[src/rtl/time_pkg.sv]
// Shared types and constants for the digital clock time-unit counters.
package time_pkg;

  // Counting direction as seen on the up_dn pin.
  typedef enum logic {
    DIR_DOWN = 1'b0,
    DIR_UP   = 1'b1
  } dir_e;

  // Standard moduli for the clock fields.
  localparam int SEC_MOD  = 60;
  localparam int MIN_MOD  = 60;
  localparam int HOUR_MOD = 24;

  // Packed two-digit BCD width used by the display path.
  localparam int BCD_W    = 8;

endpackage

[src/rtl/time_unit_counter_if.sv]
// Control/status bundle of one time-unit counter stage.
interface time_unit_counter_if #(
  parameter int WIDTH = 6
);
  import time_pkg::*;

  logic                 tick_in;
  logic                 up_dn;
  logic                 hold;
  logic                 load_en;
  logic [WIDTH-1:0]     load_value;
  logic [WIDTH-1:0]     count;
  logic [BCD_W-1:0]     count_bcd;
  logic                 tc_out;
  logic                 carry_out;
  logic                 load_err;

  // Controller side: drives ticks, direction, hold and loads.
  modport master (
    output tick_in, up_dn, hold, load_en, load_value,
    input  count, count_bcd, tc_out, carry_out, load_err
  );

  // Counter side.
  modport slave (
    input  tick_in, up_dn, hold, load_en, load_value,
    output count, count_bcd, tc_out, carry_out, load_err
  );

endinterface

[src/rtl/time_bin2bcd.sv]
// Binary 0..99 to packed two-digit BCD converter, purely combinational.
module time_bin2bcd
  import time_pkg::*;
#(
  parameter int WIDTH = 6
) (
  input  logic [WIDTH-1:0] bin,
  output logic [BCD_W-1:0] bcd
);

  logic [7:0] bin8_s;
  logic [3:0] tens_s;
  logic [3:0] units_s;

  // Split the value into decimal tens and units digits.
  always_comb begin
    bin8_s  = 8'(bin);
    tens_s  = 4'(bin8_s / 8'd10);
    units_s = 4'(bin8_s % 8'd10);
    bcd     = {tens_s, units_s};
  end

endmodule

[src/rtl/time_unit_counter.sv]
// Parametrised modulo-N time-unit counter with up/down, hold, checked load,
// registered carry/borrow pulse, combinational terminal count and BCD view.
module time_unit_counter
  import time_pkg::*;
#(
  parameter int MODULUS     = SEC_MOD,
  parameter int WIDTH       = $clog2(MODULUS),
  parameter int RESET_VALUE = 0
) (
  input  logic                clk,
  input  logic                rst,
  time_unit_counter_if.slave  bus
);

  // Reject impossible configurations at elaboration time.
  if ((MODULUS < 2) || (MODULUS > 100)) begin : g_bad_modulus
    $error("time_unit_counter: MODULUS must be in 2..100");
  end
  if ((RESET_VALUE < 0) || (RESET_VALUE >= MODULUS)) begin : g_bad_reset_value
    $error("time_unit_counter: RESET_VALUE must be below MODULUS");
  end
  if (WIDTH < $clog2(MODULUS)) begin : g_bad_width
    $error("time_unit_counter: WIDTH too small for MODULUS");
  end

  localparam logic [WIDTH-1:0] ZERO_C    = {WIDTH{1'b0}};
  localparam logic [WIDTH-1:0] MAX_C     = WIDTH'(MODULUS - 1);
  localparam logic [WIDTH-1:0] RESET_C   = WIDTH'(RESET_VALUE);
  // One extra bit so MODULUS itself is representable (e.g. 64 in 6 bits).
  localparam logic [WIDTH:0]   MOD_EXT_C = (WIDTH + 1)'(MODULUS);

  logic [WIDTH-1:0] count_r;
  logic             carry_r;
  logic             load_err_r;

  dir_e             dir_s;
  logic             wrap_s;
  logic [WIDTH-1:0] step_s;
  logic             load_ok_s;
  logic             tc_s;

  // Next value for an accepted tick, wrap detection and load range check.
  always_comb begin
    dir_s     = dir_e'(bus.up_dn);
    wrap_s    = 1'b0;
    step_s    = count_r;
    load_ok_s = ({1'b0, bus.load_value} < MOD_EXT_C);
    case (dir_s)
      DIR_UP: begin
        wrap_s = (count_r == MAX_C);
        if (wrap_s) begin
          step_s = ZERO_C;
        end else begin
          step_s = count_r + {{(WIDTH-1){1'b0}}, 1'b1};
        end
      end
      DIR_DOWN: begin
        wrap_s = (count_r == ZERO_C);
        if (wrap_s) begin
          step_s = MAX_C;
        end else begin
          step_s = count_r - {{(WIDTH-1){1'b0}}, 1'b1};
        end
      end
      default: begin
        wrap_s = 1'b0;
        step_s = count_r;
      end
    endcase
    // Zero-lag cascade output: only a tick that will really be accepted counts.
    tc_s = bus.tick_in & ~bus.hold & ~bus.load_en & ~rst & wrap_s;
  end

  // Count state with priority rst > load > hold > tick > idle.
  always_ff @(posedge clk) begin
    if (rst) begin
      count_r    <= RESET_C;
      carry_r    <= 1'b0;
      load_err_r <= 1'b0;
    end else if (bus.load_en) begin
      carry_r <= 1'b0;
      if (load_ok_s) begin
        count_r    <= bus.load_value;
        load_err_r <= 1'b0;
      end else begin
        load_err_r <= 1'b1;
      end
    end else if (bus.hold) begin
      carry_r    <= 1'b0;
      load_err_r <= 1'b0;
    end else if (bus.tick_in) begin
      count_r    <= step_s;
      carry_r    <= wrap_s;
      load_err_r <= 1'b0;
    end else begin
      carry_r    <= 1'b0;
      load_err_r <= 1'b0;
    end
  end

  assign bus.count     = count_r;
  assign bus.carry_out = carry_r;
  assign bus.load_err  = load_err_r;
  assign bus.tc_out    = tc_s;

  time_bin2bcd #(
    .WIDTH (WIDTH)
  ) u_bin2bcd (
    .bin (count_r),
    .bcd (bus.count_bcd)
  );

endmodule

[src/flat_wrapper.sv]
// flat-port wrapper written by rule: the top's interface ports become plain ports
module time_unit_counter_flat import time_pkg::*;
#(
  parameter int MODULUS     = SEC_MOD,
  parameter int WIDTH       = $clog2(MODULUS),
  parameter int RESET_VALUE = 0
)
  (clk, rst, bus_tick_in, bus_up_dn, bus_hold, bus_load_en, bus_load_value, bus_count, bus_count_bcd, bus_tc_out, bus_carry_out, bus_load_err);
  time_unit_counter_if #(.WIDTH(WIDTH)) bus_i ();
  input  logic clk;
  input  logic rst;
  input wire logic [$bits(bus_i.tick_in)-1:0] bus_tick_in;
  input wire logic [$bits(bus_i.up_dn)-1:0] bus_up_dn;
  input wire logic [$bits(bus_i.hold)-1:0] bus_hold;
  input wire logic [$bits(bus_i.load_en)-1:0] bus_load_en;
  input wire logic [$bits(bus_i.load_value)-1:0] bus_load_value;
  output wire logic [$bits(bus_i.count)-1:0] bus_count;
  output wire logic [$bits(bus_i.count_bcd)-1:0] bus_count_bcd;
  output wire logic [$bits(bus_i.tc_out)-1:0] bus_tc_out;
  output wire logic [$bits(bus_i.carry_out)-1:0] bus_carry_out;
  output wire logic [$bits(bus_i.load_err)-1:0] bus_load_err;
  assign bus_i.tick_in = bus_tick_in;
  assign bus_i.up_dn = bus_up_dn;
  assign bus_i.hold = bus_hold;
  assign bus_i.load_en = bus_load_en;
  assign bus_i.load_value = bus_load_value;
  assign bus_count = bus_i.count;
  assign bus_count_bcd = bus_i.count_bcd;
  assign bus_tc_out = bus_i.tc_out;
  assign bus_carry_out = bus_i.carry_out;
  assign bus_load_err = bus_i.load_err;
  time_unit_counter #(.MODULUS(MODULUS), .WIDTH(WIDTH), .RESET_VALUE(RESET_VALUE)) u_core (.clk(clk), .rst(rst), .bus(bus_i));
endmodule
[config.mk]
export PLATFORM = sky130hd
export DESIGN_NAME = time_unit_counter_flat
export DESIGN_NICKNAME = d
export VERILOG_FILES = /design/src/rtl/time_pkg.sv /design/src/rtl/time_unit_counter_if.sv /design/src/rtl/time_bin2bcd.sv /design/src/rtl/time_unit_counter.sv /design/src/flat_wrapper.sv
export SDC_FILE = /design/constraint.sdc
export NUM_CORES = 1
export LEC_CHECK = 0
export ABC_AREA = 1
export CAP_MARGIN = 20
export CORE_ASPECT_RATIO = 1.4
export CORE_MARGIN = 2
export CORE_UTILIZATION = 44
export DETAILED_ROUTE_END_ITERATION = 10
export PLACE_DENSITY = 0.81
export RECOVER_POWER = 25
export SYNTH_ARGS = -nofsm -noshare
export SYNTH_HDL_FRONTEND = slang
export SYNTH_SLANG_ARGS = --single-unit
[constraint.sdc]
create_clock -name clk -period 4.9 [get_ports clk]
set_input_delay 0.98 -clock clk [delete_from_list [all_inputs] [get_ports clk]]
set_output_delay 0.98 -clock clk [all_outputs]
set_load 0.05 [all_outputs]
==> key figures, run 1 <==
Yosys
  – Synth Area in Compound Gates: 15.93%
  – Synth Area in Simple Gates: 36.16%
  – Sequential-to-total area share from yosys stat: 16.71%
  – Largest family of logic cells by synthesized area: simple AND/OR/NAND/NOR gates
  – Mux share of post-synthesis cell area: 0%
  – Synthesized cell area: about 960 sq um
  – Synth warn: 0
  – Adder-cell share of the synthesized area: 11.75%
  – Synth cell types: 27
  – Xor-xnor portion of the synthesized cell area: 6.397%
  – Syn_area_per_cell: 6.347 sq um
  – Fraction of registers with async set/reset: 0%
  – Syn nets: 172
  – Number of flops mapped to enable cells by yosys: 0
  – Mapped Cells: 151
  – Top_reg_cell synth: dfxtp_1
  – FF+latch count, synth: 8

Cells and area
  – Layout fillers: 214
  – Area delta synth->final: 28.20%
  – Layout net count: 198
  – Post-route cell area: ~1200 sq um
  – Reg area: approximately 160 sq um
  – Layout cells sized above 1: 10.29%
  – Antenna diode count: 0
  – Area of the multi-input gates: 676.9 sq um

Clocking
  – Hold buffers post-CTS: 0
  – Clock H-tree levels: 1
  – Reg clk slew, reported paths: 0.07 ns
  – CTS tree: done
  – CTS resizes: 0
  – Clock latency on the worst-skew pair: 0.28 ns
  – Sink Count: 8
  – Root Driver: clkbuf_4
  – Clock Path Buffers: 2
  – Clock buffer count from CTS: 3
  – Setup bufs post-CTS: 0

Floorplanning
  – Initial Util: 45.06%
  – Die area: roughly 2600 sq um
  – Core area: 2127 sq um
  – Cell Rows: 20
  – # IOs: 29
  – Die height: 59.22 microns
  – Die width: 43.45 microns

Setup path
  – Worst Path Required: 3.92 ns
  – Worst reg2reg path endpoint: u_core.bus.count[5]$_SDFFE_PP0P_
  – CP Class: register to primary output
  – Crit path cell chain: inv_1 > ha_1 > o21bai_1 > a21oi_2 > nand3_1 > nand2_1 > inv_1 > ha_1 > and2_0 > nor2_1 > clkdlybuf4s50_1
  – CP endpoint kind: primary output
  – CP peak stage delay: 0.80 ns
  – Crit path max fanout: 12
  – R2R depth: 8
  – CP startpoint: u_core.bus.count[3]$_SDFFE_PP0P_
  – Critical Path Source Type: register
  – Slowest CP cell: clkdlybuf4s50_1
  – R2r setup slk: 3.27 ns
  – Worst R2R Start: u_core.bus.count[3]$_SDFFE_PP0P_
  – Worst path arrival time: approximately 3.4 ns
  – CP endpoint: bus_count_bcd[2]

Placement
  – Routability congestion estimate from global placement: between 0.8 and 0.9
  – Buffers on Ports: 27
  – DP HPWL: 1.896 mm
  – Placed inst area: 1206 sq um

STA
  – Slew @ Worst Pin: 0.5028 ns
  – Worst hold slack: about 0.64 ns
  – Minimum clock period: ~4.3 ns
  – Fin crit share: 88.39%
  – Worst relative slew slack: 66.38%
  – Fin Setup TNS: 0 ns
  – RSZ-0062 raised after global routing: false
  – Finish-stage setup viols: 0
  – Worst Clk Skew: 0.01402 ns
  – Final Hold Viols: 0
  – Fin. max-slew vios: 0
  – Max Fclk: between 0.2 and 0.25 GHz

Power and ir drop
  – P per Cell Area: 293.4 nW/um^2
  – VDD IR max: 0.1413 mV
  – Static leakage: 0.6054 nW

Status
  – Status: complete, no violations

Global routing
  – Congestion Overflow GR: 0
  – First-pass GRT wire length: 4.133 mm
  – Initial antenna violation count: 0
  – Total GRT Usage: 21.71%
  – Pin count of the biggest net entering global routing: 13
  – Vias in the first global route: 1,027

Route
  – First-pass iteration count of the detailed router: 4
  – Via/cell ratio: ~5.2
  – Antenna-violating nets left: 0
  – DRC Markers: 0
  – Vias: 1,029
  – Routed len/inst: about 12 microns
  – Final WL: approximately 2.4 mm
  – 1st-iter DRT viols: 14

Run
  – Max-Cap Viols: 0

Min path
  – Worst Hold Class: register to register
[sequential cells by signal, indices dropped and copies added (netlist names)]
signal	cells
u_core.bus.carry_out	1
u_core.bus.load_err	1
u_core.bus.count	6
[power by group]
group          switching [W]  leakage [nW]  internal, W
combinational       0.000141         0.526    0.0000772
sequential         0.0000154        0.0661    0.0000701
clock              0.0000281        0.0138    0.0000284
total               0.000185         0.605     0.000176
[logic make-up (layout without fill, tap and decap cells)]
family,after synthesis,after routing
and+or+nand+nor,74,74
other,1,1
xor gates and xnor gates,7,7
AOI/OAI and AO/OA,27,27
adders and majority gates,9,9
DFF,8,8
buffers and inverters,25,49
[layer usage]
metal  vias up  routed length, microns  share of wire [%]  global-route usage (%)
met5         -                       0                  0                       0
met4         0                      98                4.1                   14.72
met3         9                     111                4.7                   3.354
met2        31                    1221                 51                   40.72
met1       450                     942                 40                   21.15
li1        539                       -                  -                       -
[through the flow]
step	total power, W	util [%]	worst slack [ns]	cells
finish	0.0003605	57.76	0.5690	197
detailed placement	0.0003059	56.71	0.8574	194
global placement	0.0003002	56.71	0.9474	194
CTS	0.0003616	57.76	0.5692	197
floorplan	0.0002448	-	0.8727	151
global route	0.0003850	57.76	0.3205	197
[cell usage after synthesis (2+ instances only)]
| cell | n | area [sq um] |
|---|---|---|
| buf_6 | 2 | 22.52 |
| dfxtp_1 | 8 | 160.2 |
| ha_1 | 9 | 112.6 |
| buf_4 | 3 | 22.52 |
| nand2_2 | 5 | 31.28 |
| or2_2 | 3 | 18.77 |
| o21ai_0 | 13 | 65.06 |
| inv_1 | 16 | 60.06 |
| nand3_1 | 16 | 80.08 |
| a21oi_2 | 2 | 17.52 |
| inv_2 | 2 | 7.510 |
| xor2_1 | 7 | 61.31 |
| nand4_1 | 3 | 18.77 |
| a21oi_1 | 8 | 40.04 |
| nor3_1 | 4 | 20.02 |
| nor2_1 | 13 | 48.80 |
| nand2_1 | 27 | 101.4 |
[layout by cell type (no fill, tap or decap)]
cell	n
dfxtp_1	8
a21o_1	1
or2_2	3
nand4_1	3
a21oi_1	8
nand2_2	5
clkbuf_4	3
a31oi_1	1
o21ai_2	1
nand2_4	1
inv_2	2
conb_1	1
a21oi_2	2
clkinv_1	1
o21bai_1	1
nor3_1	4
nand3_1	16
ha_1	9
and2_0	1
nand2_1	27
nor2_1	13
o21ai_0	13
nand3_2	1
dlygate4sd3_1	1
xor2_1	7
clkdlybuf4s50_1	26
inv_1	16
[critical path: cells and delay by family (launching register included)]
family / cells / cell delay (ns)
fa+ha+maj: 2 / 0.54
flops: 1 / 0.62
buf+inv: 3 / 1.05
simple gates: 4 / 0.44
compound gates: 2 / 0.43
[how the worst min path moves through the flow]
stage                                                start                                to  slack, ns  cells after the start
after floorplan           u_core.bus.count[0]$_SDFFE_PP0P_  u_core.bus.count[0]$_SDFFE_PP0P_       0.81                      2
after global placement    u_core.bus.count[0]$_SDFFE_PP0P_  u_core.bus.count[0]$_SDFFE_PP0P_       0.62                      2
after detailed placement  u_core.bus.count[0]$_SDFFE_PP0P_  u_core.bus.count[0]$_SDFFE_PP0P_       0.63                      2
after CTS                 u_core.bus.count[0]$_SDFFE_PP0P_  u_core.bus.count[0]$_SDFFE_PP0P_       0.64                      2
after global routing      u_core.bus.count[0]$_SDFFE_PP0P_  u_core.bus.count[0]$_SDFFE_PP0P_       0.68                      2
final                     u_core.bus.count[0]$_SDFFE_PP0P_  u_core.bus.count[0]$_SDFFE_PP0P_       0.64                      2
[cell type report]
| cell class | count | area share (%) |
|---|---|---|
| inverters | 19 | 5.804 |
| clock buffers | 3 | 1.833 |
| multi-input cells | 118 | 55.09 |
| well taps | 22 | 2.240 |
| repair buffers | 27 | 22.00 |
| flip-flops and latches | 8 | 13.03 |
Note: power is estimated with default switching activity, not from simulation.
==> run 2: changes to the inputs <==
clock period = 4.6 ns   (was 4.9 ns; I/O delays follow)
==> run 2 against run 1 <==
  * Sequential power is 6.1% higher
  * Largest cell class unchanged
  * Sequential share of layout area stayed put
  * Largest power group unchanged
  * Register-to-register slack worse by 0.33 ns
==> key figures, run 2 (synthesis gave the netlist of run 1 again) <==
Cells and area
  – Post-layout util: between 50 and 60%
  – Post-route cell area: 1229 sq um
  – Commonest cells after routing, fill and taps aside: 27 x nand2_1, 26 x clkdlybuf4s50_1, 16 x inv_1, 16 x nand3_1
  – Max reg flops: 6
  – Area delta synth->final: 28.20%
  – Antenna diode count: 0
  – Most common cell after layout, fill and taps aside: nand2_1
  – Layout net count: about 200
  – Layout cells sized above 1: between 10% and 20%

Clocking
  – Clock buffer count from CTS: 3
  – Hold buffers post-CTS: 0
  – Clock H-tree levels: 1
  – Reg clk slew, reported paths: 0.06 ns
  – Clock latency on the worst-skew pair: 0.26 ns
  – Sink Count: 8
  – Setup bufs post-CTS: 0
  – CTS resizes: 0
  – Clock Path Buffers: 2
  – Root Driver: clkbuf_4
  – CTS tree: done

Global routing
  – Met2 track demand over resource: 36.03%
  – Busiest layer in global routing: met2
  – Vias in the first global route: 953
  – Congestion Overflow GR: 0
  – Met3 Use GR: 1.524%
  – Pin count of the biggest net entering global routing: 13
  – GRT met1 Usage: 19.70%
  – Initial antenna violation count: 0
  – First-pass GRT wire length: approximately 3.7 mm
  – Total GRT Usage: a little under a fifth

Min path
  – Worst Hold Class: register to register
  – Hold endpoint: u_core.bus.count[0]$_SDFFE_PP0P_
  – Worst hold stages: 2
  – Hold_sp: u_core.bus.count[0]$_SDFFE_PP0P_

Floorplanning
  – Die height: 59.22 microns
  – Core area: between 2000 and 2500 sq um
  – Die width: between 40 and 50 microns
  – Die area: 2573 sq um
  – Initial Util: between 40% and 50%
  – # IOs: 29
  – Cell Rows: 20

Setup path
  – R2R depth: 8
  – Worst reg2reg path endpoint: u_core.bus.count[5]$_SDFFE_PP0P_
  – Worst path arrival time: 3.33 ns
  – CP endpoint kind: primary output
  – Crit path max fanout: 12
  – Critical Path Source Type: register
  – CP startpoint: u_core.bus.count[3]$_SDFFE_PP0P_
  – Worst Path Required: 3.68 ns
  – CP Class: register to primary output
  – Worst R2R Start: u_core.bus.count[3]$_SDFFE_PP0P_
  – R2r setup slk: 2.94 ns

Placement
  – DP HPWL: 1.779 mm
  – Placed inst area: 1206 sq um
  – Buffers on Ports: 27
  – Routability congestion estimate from global placement: 0.8695

STA
  – Max Fclk: 0.2354 GHz
  – Worst relative slew slack: 66.03%
  – Finish-stage setup viols: 0
  – Final Hold Viols: 0
  – Worst Clk Skew: around 0.0095 ns
  – Fin Setup TNS: 0 ns
  – Slew @ Worst Pin: 0.5079 ns
  – Minimum clock period: 4.248 ns
  – Fin. max-slew vios: 0
  – Fin crit share: ~90%
  – RSZ-0062 raised after global routing: false

Power and ir drop
  – VDD IR max: about 0.18 mV
  – Sequential power share: 24.1%
  – Internal Pwr Total: 0.0001868 W
  – Static leakage: 0.6054 nW
  – Comb pwr share: 61.3%
  – Net Sw Frac: 50.50%
  – Clock share of power: between 10% and 20%
  – Sw power: 0.0001905 W
  – P per Cell Area: 307.1 nW/um^2

Route
  – 1st-iter DRT viols: 12
  – Final WL: between 2 and 2.5 mm
  – Vias: 1,028
  – First-pass iteration count of the detailed router: 4
  – Via/cell ratio: between 5 and 6
  – DRC Markers: 0
  – Routed len/inst: ~11 microns
  – Antenna-violating nets left: 0

Run
  – Max-Cap Viols: 0

Status
  – Status: complete, no violations
## run 2: cell counts in the layout (fill, tap and decap cells not counted)
No cell type changed its count.
## run 2: final cells by class
type	count	area, sq um
clock buffer	3	22.52
fill	224	898.4
inverter	19	71.32
multi-input combinational	118	676.9
sequential	8	160.2
tap	22	27.53
timing repair buffer	27	270.3
## run 2: power groups by stage
| stage | Clock, W | Combinational [W] | Sequential, W |
|---|---|---|---|
| global placement | 0 | 0.000228 | 0.0000917 |
| global route | 0.0000600 | 0.000250 | 0.0000922 |
| CTS | 0.0000580 | 0.000233 | 0.0000905 |
| floorplan | 0 | 0.000160 | 0.000101 |
| detailed placement | 0 | 0.000233 | 0.0000920 |
| finish | 0.0000552 | 0.000231 | 0.0000907 |
## run 2: how the worst max path moves through the flow
stage	depth (start not counted)	slack, ns	endpoint
finish	11	0.35	bus_count_bcd[2]
global route	11	0.12	bus_count_bcd[2]
CTS	11	0.35	bus_count_bcd[2]
detailed placement	11	0.63	bus_count_bcd[2]
global placement	11	0.72	bus_count_bcd[2]
floorplan	12	0.63	bus_count_bcd[2]
## run 2: worst max-delay path: stages (launching register included)
cell and delay (ns):
dfxtp_1 0.63, inv_1 0.21, ha_1 0.28, o21bai_1 0.17, a21oi_2 0.24, nand3_1 0.10, nand2_1 0.10, inv_1 0.05
ha_1 0.25, and2_0 0.15, nor2_1 0.09, clkdlybuf4s50_1 0.80
## run 2: routing by layer
metal	wire length (microns)	vias up
met1	916	449
met3	98	6
met5	0	-
li1	-	540
met4	36	0
met2	1206	33
## run 2: through the flow
step	power (W)	cells	setup WS, ns	hold WS [ns]
final	0.0003773	197	0.3519	0.6364
after floorplan	0.0002608	151	0.6327	0.8093
after detailed placement	0.0003246	194	0.6332	0.6337
after global routing	0.0004025	197	0.1204	0.6971
after global placement	0.0003197	194	0.7171	0.6229
after CTS	0.0003816	197	0.3493	0.6433
==> run 3: changes to the inputs <==
CORE_UTILIZATION = 46   (was 44)
PLACE_DENSITY = 0.84   (was 0.81)
==> run 3 against run 2 <==
  * Count of clock-buffer cells in the layout stayed put
  * Flip-flop and latch count stayed put
  * Clock skew is 0.0035 ns lower
  * Critical path depth stayed put
  * Clock power hardly changed
  * Via count is 2.8% higher
  * Register-to-register slack hardly changed
  * Wire length is 3.3% higher
  * Critical endpoint unchanged
==> key figures, run 3 (synthesis gave the netlist of run 1 again) <==
Setup path
  – Worst reg2reg path endpoint: u_core.bus.count[5]$_SDFFE_PP0P_
  – Critical Path Source Type: register
  – CP Class: register to primary output
  – Slowest CP cell: clkdlybuf4s50_1
  – CP endpoint: bus_count_bcd[2]
  – Worst Path Required: 3.68 ns
  – CP peak stage delay: around 0.8 ns
  – Crit path max fanout: 12
  – Worst R2R Start: u_core.bus.count[3]$_SDFFE_PP0P_
  – Worst path arrival time: 3.32 ns
  – R2R depth: 9
  – CP startpoint: u_core.bus.count[3]$_SDFFE_PP0P_
  – CP endpoint kind: primary output
  – R2r setup slk: 2.94 ns
  – Crit path cell chain: inv_1 > ha_1 > o21bai_1 > a21oi_2 > nand3_1 > nand2_1 > inv_1 > ha_1 > and2_0 > nor2_1 > clkdlybuf4s50_1

Global routing
  – Met2 track demand over resource: 37.36%
  – GRT met1 Usage: 21.69%
  – Congestion Overflow GR: 0
  – First-pass GRT wire length: ~3.9 mm
  – Met3 Use GR: 1.869%
  – Vias in the first global route: around 1,000
  – Busiest layer in global routing: met2
  – Pin count of the biggest net entering global routing: 13
  – Total GRT Usage: roughly a fifth
  – Initial antenna violation count: 0

Floorplanning
  – Cell Rows: 19
  – Core area: 1973 sq um
  – # IOs: 29
  – Die width: 42.58 microns
  – Die area: 2470 sq um
  – Die height: 58.01 microns
  – Initial Util: 48.57%

STA
  – Fin Setup TNS: 0 ns
  – Worst Clk Skew: 0.005940 ns
  – Fin crit share: 92.19%
  – Worst relative slew slack: between 60% and 70%
  – Fin. max-slew vios: 0
  – RSZ-0062 raised after global routing: false
  – Minimum clock period: 4.241 ns
  – Final Hold Viols: 0
  – Slew @ Worst Pin: 0.5090 ns
  – Finish-stage setup viols: 0
  – Max Fclk: about 0.24 GHz

Route
  – Via/cell ratio: 5.393
  – Final WL: approximately 2.3 mm
  – Antenna-violating nets left: 0
  – Vias: 1,057
  – Routed len/inst: 11.89 microns
  – DRC Markers: 0
  – First-pass iteration count of the detailed router: 4
  – 1st-iter DRT viols: 34

Cells and area
  – Layout net count: around 200
  – Layout fillers: ~210
  – Layout cells sized above 1: 10.29%
  – Antenna diode count: 0
  – Area delta synth->final: 28.07%
  – Commonest cells after routing, fill and taps aside: 27 x nand2_1, 25 x clkdlybuf4s50_1, 16 x inv_1, 16 x nand3_1
  – Max reg flops: 6
  – Most common cell after layout, fill and taps aside: nand2_1

Clocking
  – Reg clk slew, reported paths: 0.06 ns
  – CTS tree: done
  – CTS resizes: 0
  – Clock buffer count from CTS: 3
  – Setup bufs post-CTS: 0
  – Clock latency on the worst-skew pair: about 0.26 ns
  – Root Driver: clkbuf_4
  – Clock Path Buffers: 2
  – Clock H-tree levels: 1
  – Sink Count: 8
  – Hold buffers post-CTS: 0

Placement
  – Buffers on Ports: 27
  – DP HPWL: between 1.5 and 2 mm
  – Routability congestion estimate from global placement: 0.8539

Power and ir drop
  – VDD IR max: between 0.15 and 0.2 mV
  – Comb pwr share: 61.5%
  – Internal Pwr Total: 0.0001866 W
  – Clock share of power: 14.6%
  – Pwr Total: 0.0003793 W
  – Sequential power share: a little under a quarter
  – P per Cell Area: 309.0 nW/um^2
  – Net Sw Frac: 50.79%
  – Static leakage: 0.6089 nW
  – Sw power: ~0.00019 W

Min path
  – Worst Hold Class: register to register
  – Worst hold stages: 2

Status
  – Status: complete, no violations

Run
  – Max-Cap Viols: 0
run 3: area by class of cell:
type                       instances  area (sq um)  area share (%)
multi-input combinational        118         676.9           55.15
sequential                         8         160.2           13.05
tap                               21         26.28           2.141
inverter                          19         71.32           5.810
timing repair buffer              27         270.3           22.02
clock buffer                       3         22.52           1.835
run 3: per-stage QoR:
step	instance area (sq um)	hold WS, ns	util, %	setup WS (ns)	std cells
6_report	1227	0.6373	62.21	0.3594	196
5_1_grt	1227	0.6950	62.21	0.07164	196
4_1_cts	1227	0.6374	62.21	0.3448	196
3_5_place_dp	1205	0.6284	61.07	0.6248	193
3_3_place_gp	1205	0.6287	61.07	0.7206	193
2_1_floorplan	958.4	0.8093	-	0.6327	151
run 3: worst max-delay path, delay by kind of cell, from the launching register on:
family | cells | cell delay (ns)
flops | 1 | 0.61
buf+inv | 3 | 1.05
simple gates | 4 | 0.45
compound gates | 2 | 0.41
fa+ha+maj | 2 | 0.53
run 3: power by group through the flow:
stage / clock network [W] / logic [W] / registers (W)
2_1_floorplan: 0 / 0.000160 / 0.000101
3_3_place_gp: 0 / 0.000228 / 0.0000916
3_5_place_dp: 0 / 0.000233 / 0.0000919
4_1_cts: 0.0000559 / 0.000234 / 0.0000905
5_1_grt: 0.0000575 / 0.000254 / 0.0000921
6_report: 0.0000555 / 0.000233 / 0.0000904
run 3: routing by layer:
layer / vias up / part of all wire (%)
met5: - / 0
met4: 0 / 3.6
met3: 11 / 5.7
met2: 52 / 51
met1: 457 / 40
li1: 537 / -
run 3: worst min-delay path by stage:
stage,startpoint,to,slack [ns]
2_1_floorplan,u_core.bus.count[0]$_SDFFE_PP0P_,u_core.bus.count[0]$_SDFFE_PP0P_,0.81
5_1_grt,u_core.bus.count[0]$_SDFFE_PP0P_,u_core.bus.count[0]$_SDFFE_PP0P_,0.69
3_5_place_dp,u_core.bus.count[0]$_SDFFE_PP0P_,u_core.bus.count[0]$_SDFFE_PP0P_,0.63
6_report,u_core.bus.count[0]$_SDFFE_PP0P_,u_core.bus.count[0]$_SDFFE_PP0P_,0.64
4_1_cts,u_core.bus.count[0]$_SDFFE_PP0P_,u_core.bus.count[0]$_SDFFE_PP0P_,0.64
3_3_place_gp,u_core.bus.count[0]$_SDFFE_PP0P_,u_core.bus.count[0]$_SDFFE_PP0P_,0.63
